--- src/rtl/oam_dma_pkg.sv ---
// -----------------------------------------------------------------------------
// oam_dma_pkg
// Shared definitions for the OAM sprite DMA engine:
//   - dma_state_t   : DMA controller states
//   - OAM_DATA_ADDR : PPU OAM data port, the destination of every DMA write
//   - DMA_PAGE_REG  : CPU register whose write launches a transfer
//   - REG_WIDTH / ADDR_WIDTH : CPU register and bus address widths
// The optional alignment cycle is enabled with the macro OAM_DMA_ALIGN_EN.
// -----------------------------------------------------------------------------
package oam_dma_pkg;

    localparam int REG_WIDTH  = 8;
    localparam int ADDR_WIDTH = 16;

    localparam logic [15:0] OAM_DATA_ADDR = 16'h2004;
    localparam logic [15:0] DMA_PAGE_REG  = 16'h4014;

    typedef enum logic [2:0] {
        IDLE  = 3'd0,
        HALT  = 3'd1,
        ALIGN = 3'd2,
        READ  = 3'd3,
        WRITE = 3'd4,
        DONE  = 3'd5
    } dma_state_t;

    // Address decode helper for the top-level glue: a CPU write to the page
    // register is what produces the one-cycle start pulse for this block.
    function automatic logic dma_trigger(input logic [ADDR_WIDTH-1:0] addr,
                                         input logic                  we);
        return we && (addr == DMA_PAGE_REG);
    endfunction

endpackage

--- src/rtl/oam_dma_if.sv ---
// -----------------------------------------------------------------------------
// oam_dma_if
// Single-port memory bus shared by the CPU and the OAM DMA engine.
//   mem_addr  : bus address          (initiator -> memory)
//   mem_wdata : write data           (initiator -> memory)
//   mem_we    : write enable         (initiator -> memory)
//   mem_rdata : read data, combinational from memory when mem_we=0
// Modports: master = bus initiator (DMA), slave = memory side.
// -----------------------------------------------------------------------------
interface oam_dma_if #(
    parameter int WIDTH      = 8,
    parameter int ADDR_WIDTH = 16
) ();

    logic [ADDR_WIDTH-1:0] mem_addr;
    logic [WIDTH-1:0]      mem_wdata;
    logic [WIDTH-1:0]      mem_rdata;
    logic                  mem_we;

    modport master (
        output mem_addr,
        output mem_wdata,
        output mem_we,
        input  mem_rdata
    );

    modport slave (
        input  mem_addr,
        input  mem_wdata,
        input  mem_we,
        output mem_rdata
    );

endinterface

--- src/rtl/oam_dma.sv ---
// -----------------------------------------------------------------------------
// oam_dma
// NES-style $4014 sprite DMA: copies one page (LENGTH bytes) from CPU memory
// to the fixed OAM data port, one read followed by one write per byte.
//
// Ports:
//   clk      : system clock, rising edge
//   reset    : asynchronous, active-high; aborts any transfer in flight
//   start    : one-cycle pulse, begin a transfer (ignored while busy)
//   page     : source page, source address = {page, idx}
//   busy     : DMA owns the bus
//   cpu_rdy  : low while the CPU is stalled
//   done     : one-cycle pulse after the last write
//   bus      : memory bus (master modport): mem_addr, mem_wdata, mem_we, mem_rdata
//
// Build option: define OAM_DMA_ALIGN_EN to insert one ALIGN cycle after HALT
// whenever the free-running parity flop is 1 (odd-cycle DMA start on the NES).
// -----------------------------------------------------------------------------
module oam_dma
    import oam_dma_pkg::*;
#(
    parameter int                    WIDTH      = oam_dma_pkg::REG_WIDTH,
    parameter int                    ADDR_WIDTH = oam_dma_pkg::ADDR_WIDTH,
    parameter logic [ADDR_WIDTH-1:0] DEST_ADDR  = ADDR_WIDTH'(oam_dma_pkg::OAM_DATA_ADDR),
    parameter int                    LENGTH     = 256
) (
    input  logic            clk,
    input  logic            reset,
    input  logic            start,
    input  logic [7:0]      page,
    output logic            busy,
    output logic            cpu_rdy,
    output logic            done,
    oam_dma_if.master       bus
);

    localparam logic [7:0] LAST_IDX = 8'(LENGTH - 1);

    dma_state_t            state;
    logic [7:0]            page_q;
    logic [7:0]            idx;
    logic [WIDTH-1:0]      data_q;
    logic [ADDR_WIDTH-1:0] addr_q;
    logic                  we_q;

    // Source address of the byte currently indexed.
    logic [ADDR_WIDTH-1:0] src_addr;
    // Source address of the byte after it, loaded when WRITE loops to READ.
    logic [ADDR_WIDTH-1:0] next_src_addr;

    assign src_addr      = ADDR_WIDTH'({page_q, idx});
    assign next_src_addr = ADDR_WIDTH'({page_q, idx + 8'd1});

`ifdef OAM_DMA_ALIGN_EN
    // Free-running even/odd cycle marker; only reset clears it.
    logic parity;

    always_ff @(posedge clk or posedge reset) begin
        if (reset) begin
            parity <= 1'b0;
        end else begin
            parity <= ~parity;
        end
    end
`endif

    // Every output is registered: the value visible during a state is loaded
    // on the edge that enters it, so the memory sees a stable address, data
    // and write enable for the whole WRITE cycle.
    always_ff @(posedge clk or posedge reset) begin
        if (reset) begin
            state   <= IDLE;
            busy    <= 1'b0;
            cpu_rdy <= 1'b1;
            done    <= 1'b0;
            we_q    <= 1'b0;
            addr_q  <= '0;
            data_q  <= '0;
            idx     <= 8'd0;
            page_q  <= 8'd0;
        end else begin
            done <= 1'b0;
            we_q <= 1'b0;

            case (state)
                IDLE: begin
                    if (start) begin
                        page_q  <= page;
                        idx     <= 8'd0;
                        busy    <= 1'b1;
                        cpu_rdy <= 1'b0;
                        state   <= HALT;
                    end
                end

                HALT: begin
`ifdef OAM_DMA_ALIGN_EN
                    if (parity) begin
                        state <= ALIGN;
                    end else begin
                        addr_q <= src_addr;
                        state  <= READ;
                    end
`else
                    addr_q <= src_addr;
                    state  <= READ;
`endif
                end

`ifdef OAM_DMA_ALIGN_EN
                ALIGN: begin
                    addr_q <= src_addr;
                    state  <= READ;
                end
`endif

                READ: begin
                    // Memory read data is combinational on addr_q; capture it
                    // on the way out of READ and present it as write data.
                    data_q <= bus.mem_rdata;
                    addr_q <= DEST_ADDR;
                    we_q   <= 1'b1;
                    state  <= WRITE;
                end

                WRITE: begin
                    idx <= idx + 8'd1;
                    if (idx == LAST_IDX) begin
                        done  <= 1'b1;
                        state <= DONE;
                    end else begin
                        addr_q <= next_src_addr;
                        state  <= READ;
                    end
                end

                DONE: begin
                    busy    <= 1'b0;
                    cpu_rdy <= 1'b1;
                    state   <= IDLE;
                end

                default: begin
                    busy    <= 1'b0;
                    cpu_rdy <= 1'b1;
                    state   <= IDLE;
                end
            endcase
        end
    end

    assign bus.mem_addr  = addr_q;
    assign bus.mem_wdata = data_q;
    assign bus.mem_we    = we_q;

endmodule
--- src/flat_wrapper.sv ---
// flat-port wrapper written by rule: the top's interface ports become plain ports
module oam_dma_flat import oam_dma_pkg::*;
#(
    parameter int                    WIDTH      = oam_dma_pkg::REG_WIDTH,
    parameter int                    ADDR_WIDTH = oam_dma_pkg::ADDR_WIDTH,
    parameter logic [ADDR_WIDTH-1:0] DEST_ADDR  = ADDR_WIDTH'(oam_dma_pkg::OAM_DATA_ADDR),
    parameter int                    LENGTH     = 256
)
  (clk, reset, start, page, busy, cpu_rdy, done, bus_mem_addr, bus_mem_wdata, bus_mem_we, bus_mem_rdata);
  oam_dma_if #(.WIDTH(WIDTH), .ADDR_WIDTH(ADDR_WIDTH)) bus_i ();
  input  logic clk;
  input  logic reset;
  input  logic start;
  input  logic [7:0] page;
  output logic busy;
  output logic cpu_rdy;
  output logic done;
  output wire logic [$bits(bus_i.mem_addr)-1:0] bus_mem_addr;
  output wire logic [$bits(bus_i.mem_wdata)-1:0] bus_mem_wdata;
  output wire logic [$bits(bus_i.mem_we)-1:0] bus_mem_we;
  input wire logic [$bits(bus_i.mem_rdata)-1:0] bus_mem_rdata;
  assign bus_mem_addr = bus_i.mem_addr;
  assign bus_mem_wdata = bus_i.mem_wdata;
  assign bus_mem_we = bus_i.mem_we;
  assign bus_i.mem_rdata = bus_mem_rdata;
  oam_dma #(.WIDTH(WIDTH), .ADDR_WIDTH(ADDR_WIDTH), .DEST_ADDR(DEST_ADDR), .LENGTH(LENGTH)) u_core (.clk(clk), .reset(reset), .start(start), .page(page), .busy(busy), .cpu_rdy(cpu_rdy), .done(done), .bus(bus_i));
endmodule
--- config.mk ---
export PLATFORM = sky130hd
export DESIGN_NAME = oam_dma_flat
export DESIGN_NICKNAME = d
export VERILOG_FILES = /design/src/rtl/oam_dma_pkg.sv /design/src/rtl/oam_dma_if.sv /design/src/rtl/oam_dma.sv /design/src/flat_wrapper.sv
export SDC_FILE = /design/constraint.sdc
export NUM_CORES = 1
export LEC_CHECK = 0
export CAP_MARGIN = 20
export CORE_MARGIN = 4
export CORE_UTILIZATION = 53
export DETAILED_ROUTE_END_ITERATION = 10
export GPL_ROUTABILITY_DRIVEN = 0
export GPL_TIMING_DRIVEN = 0
export PLACE_DENSITY_LB_ADDON = 0.25
export SLEW_MARGIN = 20
export SYNTH_ARGS = -nofsm -noshare
export SYNTH_HDL_FRONTEND = slang
export SYNTH_SLANG_ARGS = --single-unit
export TNS_END_PERCENT = 10
--- constraint.sdc ---
create_clock -name clk -period 5.4 [get_ports clk]
set_input_delay 0.54 -clock clk [delete_from_list [all_inputs] [get_ports clk]]
set_output_delay 0.54 -clock clk [all_outputs]
set_load 0.05 [all_outputs]
* Word level (Yosys, flattened, before mapping) *
Index checks and enable logic that the tools add are counted.

word-level totals
  register bits after elaboration = 47
  input bits = 19
  output and inout port bits = 28

cells by class
  add/subtract/negate cells = 1
  eq/ne operators = 6
  mux-type cells = 14
  bitwise operators = 1
  reduce and logical (&&, ||, !) cells = 8

operators with widths
  kind                   number
  $pmux W16 S3           1
  $mux W16               1
  $pmux W8 S2            1
  $pmux W3 S4            1
  $add A8 B1 Y8 const B  1
  $eq A8 B8 Y1 const B   1
  $mux W8                1
  $reduce_and A2 Y1      4
  $mux W3                2
  $mux W1                5
  $ne A2 B2 Y1 const B   2
  $pmux W1 S2            2
  $eq A3 B1 Y1 const B   1
  $eq A3 B2 Y1 const B   1
  $eq A3 B3 Y1 const B   1
  $logic_not A3 Y1       1
  $reduce_bool A3 Y1     1
  $reduce_or A3 Y1       1
  $reduce_bool A2 Y1     1
  $not A1 Y1             1

* Logic depth before layout (Yosys ltp) *
  word-level depth = 4
  gate-level depth with buffers = 7

* Least setup slack after synthesis *
Ideal clock, no wire load.

  kind = reg2reg
  start = reg u_core.idx[0]
  end = reg u_core.addr_q[0], in the netlist u_core.bus.mem_addr[0]
  arrival = 1629 ps
  data required time = 5275 ps
  setup slack = 3646 ps
  cell stages (with the launch flop) = 7
  period minus slack after synthesis = 1754 ps
  path through = dfrtp_1 ha_1 nand3_2 o31ai_4 nand2_4 buf_6 mux2_4

between the ends
  cells in the longest elaborated chain, start to end = 3
  elaborated cells on any way between the ends = 6

ends and longest elaborated chain
  element                                                   RTL line                       RTL
  start, declared                                           oam_dma.sv:41                  logic [7:0] idx;
  start signal, assigned                                    oam_dma.sv:127                 idx <= idx + 8'd1;
  $add A8 B1 Y8 / $eq A8 B8 Y1 (equally long branches)      oam_dma.sv:52, oam_dma.sv:128
  $mux W16 / $ne A2 B2 Y1 (equally long branches)           --
  $pmux W16 S3 / $reduce_and A2 Y1 (equally long branches)  --
  end signal, assigned                                      oam_dma.sv:105                 addr_q <= src_addr;
  end signal, assigned                                      oam_dma.sv:132                 addr_q <= next_src_addr;
  end, declared                                             oam_dma.sv:43                  logic [ADDR_WIDTH-1:0] addr_q;

Parallel ways exist; a longest one is shown, timed or not. The select of a mux whose other input is x is not followed.
A chain may end at the register's enable or synchronous reset.

* Worst setup path after layout *
  start = in start
  end = reg u_core.idx[4]

between the ends
  cells in the longest elaborated chain, start to end = 2

ends and longest elaborated chain
  element                             RTL line            RTL
  start, declared                     flat_wrapper.sv:13  input logic start;
  $ne A2 B2 Y1 (no source line)       --
  $reduce_and A2 Y1 (no source line)  --

No other way between the ends.

==> impl_results.md <==
- Status: complete, no violations
- Full die area: roughly 5000 µm²
- Post-CTS Resized: 0
- Global-route wire length before repair: around 7000 µm
- Vias in the first global route: 1500
- Hold-fix buffers at CTS: 0
- Post-DRT Antenna Nets: 0
- Final Hold Viols: 0
- DRT Wirelength: 4206 µm
- Num rows: 22
- Setup CP Type: in2reg
- Final period util: 0.4129
- Startpoint types: input port
- Internal power: 0.0009808 W
- Combinational share of power: 0.558
- Synth cell types: 37
- Total power: ~0.0018 W
- Fillers: 284
- Syn nets: 208
- Dpl ws: ~2.9 ns
- Sequential power share: 0.332
- Sw power: 0.0008312 W
- CP arrival: 2.39 ns
- Setup violations, final: 0
- Initial antenna violation count: 0
- Final Worst Setup Slack: around 3.2 ns
- Die H: approximately 70 µm
- Avg Inst Size Synth: around 11 µm²
- Relative slew slack: 0.4722
- RSZ-0062 raised after global routing: false
- Highest clock rate: 448.5 MHz
- Post-synth EDFFs: 0
- DR iter-0 viols: 139
- Max_cap viols: 0
- Worst min-delay path category: reg2reg
- Slew Limit Fails: 0
- GRT overflow: 0
- Final std cells w/o fill: 291
- Starting Density: 0.5572
- HPWL after DPL: just over 3000 µm
- DIE WIDTH: 70.51 µm
- Sum of negative setup slack: 0 ns
- Largest area contributor in the netlist: dfrtp_1
- Drt pass-1 iters: 4
- Synth Instances: 188
- DRC: 0
- Worst Tran Pin Value: 0.7874 ns
- Clock sink total: 47
- Inserted Diodes: 0
- Final min period: between 2 and 2.5 ns
- Post-placement cell area: 2611 µm²
- Clock-pin slew on the worst setup and hold paths: 0.08 ns
- Root Buffer: clkbuf_8
- Htree depth: 2
- Post-CTS Setup Inserts: 0
- Cell Area, Synth: 2071 µm²
- CTS tree: done
- Clock Tree Buf Depth: 2
- Vias: 1537
- #FFs+latches synth: 47
- Boundary Pins: 47
- Cells after DPL: 283
- Main flop type after synthesis: dfrtp_1
- Vias/cell: 5.282
- Count of input and output buffers: 46
- Clock Latency Late Sink: 0.30 ns
- Synth Warn #: 0
- Global Route Usage Sum: 0.1807
- Top-area cell type share of the netlist area: 0.5559
- Number of buffers created by CTS: 5
- Nets: 262
- Area Growth Syn to Fin: 30.03%
- Endpoint type of the worst setup path: register
- Finished Cell Area: 2693 µm²
- Synth top area cells: dfrtp_1 56%, mux2_2 7.6%, nand2_1 7.1%
- Synth async-reset ratio: 1.000
- Switching Share: 0.4587
- Clock power frac: 0.110
- Layout cells sized above 1: 0.1481
- Share of the yosys chip area belonging to registers: 0.5686
- Critical path required time: roughly 5.6 ns
- CP max FO: 10
- Largest net degree at the start of global routing: 31
- Pleak: 1.229 nW
- Commonest cells after routing, fill and taps aside: 46 x clkdlybuf4s50_1, 46 x dfrtp_1, 39 x nand2_1, 14 x inv_1, 14 x mux2_2
- Setup Skew: 0.005672 ns
- Maximum VDD drop: between 0.0004 and 0.0005 V
- DR WL/cell: around 14 µm
- Power per cell area: 673.0 nW/µm²
- Core Box Area: between 3000 and 4000 µm²
==> cells in the mapped netlist, types with 2 or more instances <==
master    count
mux2i_1       9
a21oi_1       3
nand2_1      39
inv_1        15
a211oi_1      3
mux2_2       14
buf_2         3
o21ai_0       7
o31a_1        2
nand2b_1      2
dfrtp_1      46
clkbuf_1      4
buf_6         2
nand3_1       3
nor2_1        6
a31oi_1       9
==> metal layers <==
layer  track usage  vias up  wire length (µm)
met3       0.07050        6               276
met1        0.2326      744              1864
met4       0.05106        0                53
li1              -      743                 -
met2        0.2848       44              2013
met5             0        -                 0
==> power groups by stage <==
stage          Clock [W]  Sequential [W]  Combinational, W
3_3_place_gp           0        0.000601          0.000996
4_1_cts         0.000205        0.000603           0.00102
3_5_place_dp           0        0.000608           0.00102
5_1_grt         0.000220        0.000627           0.00108
6_report        0.000200        0.000601           0.00101
2_1_floorplan          0        0.000917          0.000398
==> worst max-delay path, cell delays in order <==
cell and delay (ns):
clkdlybuf4s50_1 0.49, nand2b_1 0.10, nor3_2 0.61, or2_2 0.22
clkbuf_1 0.29, a31oi_1 0.14
==> registers in the layout, summed over array words and instances (netlist names) <==
| signal | count |
|---|---|
| u_core.done | 1 |
| u_core.bus.mem_wdata | 8 |
| u_core.bus.mem_we | 1 |
| u_core.state | 3 |
| u_core.cpu_rdy | 1 |
| u_core.idx | 8 |
| u_core.page_q | 8 |
| u_core.bus.mem_addr | 16 |
| u_core.busy | 1 |
==> final cells by class <==
cell class	instances	area, µm²	area share
flip-flops and latches	47	1177	0.4373
multi-input cells	117	784.5	0.2914
repair buffers	47	480.5	0.1784
clock buffers	7	76.32	0.02835
well taps	48	60.06	0.02230
inverters	15	56.30	0.02091
plain buffers	9	52.55	0.01952
clock inverters	1	5.005	0.001859
==> path summary, 6_finish.rpt <==
path	from	endpoint	slack, ns	cells past startpoint
max in group asynchronous	reset	u_core.cpu_rdy	4.31	3
hold / removal	u_core.bus.mem_wdata[2]	u_core.bus.mem_wdata[2]	0.48	2
setup reg to reg	u_core.state[2]	u_core.idx[4]	3.36	5
setup / recovery	start	u_core.idx[4]	3.17	6
min in group asynchronous	reset	u_core.idx[6]	0.54	2
hold reg to reg	u_core.bus.mem_wdata[2]	u_core.bus.mem_wdata[2]	0.48	2
==> stage by stage <==
| step | utilization | hold WS (ns) |
|---|---|---|
| 2_1_floorplan | - | 0.4698 |
| 3_3_place_gp | 0.6973 | 0.4590 |
| 3_5_place_dp | 0.7027 | 0.4615 |
| 4_1_cts | 0.7246 | 0.4813 |
| 5_1_grt | 0.7246 | 0.5095 |
| 6_report | 0.7246 | 0.4785 |
==> kinds of logic after synthesis <==
logic type,Yosys count,synth area share
xor gates and xnor gates,1,0.004230
buffers and inverters,24,0.05256
adders and majority gates,1,0.006041
DFF,47,0.5686
and+or+nand+nor,61,0.1402
AOI/OAI and AO/OA,30,0.1015
muxes,24,0.1269
Power figures use the tool's default switching activity.
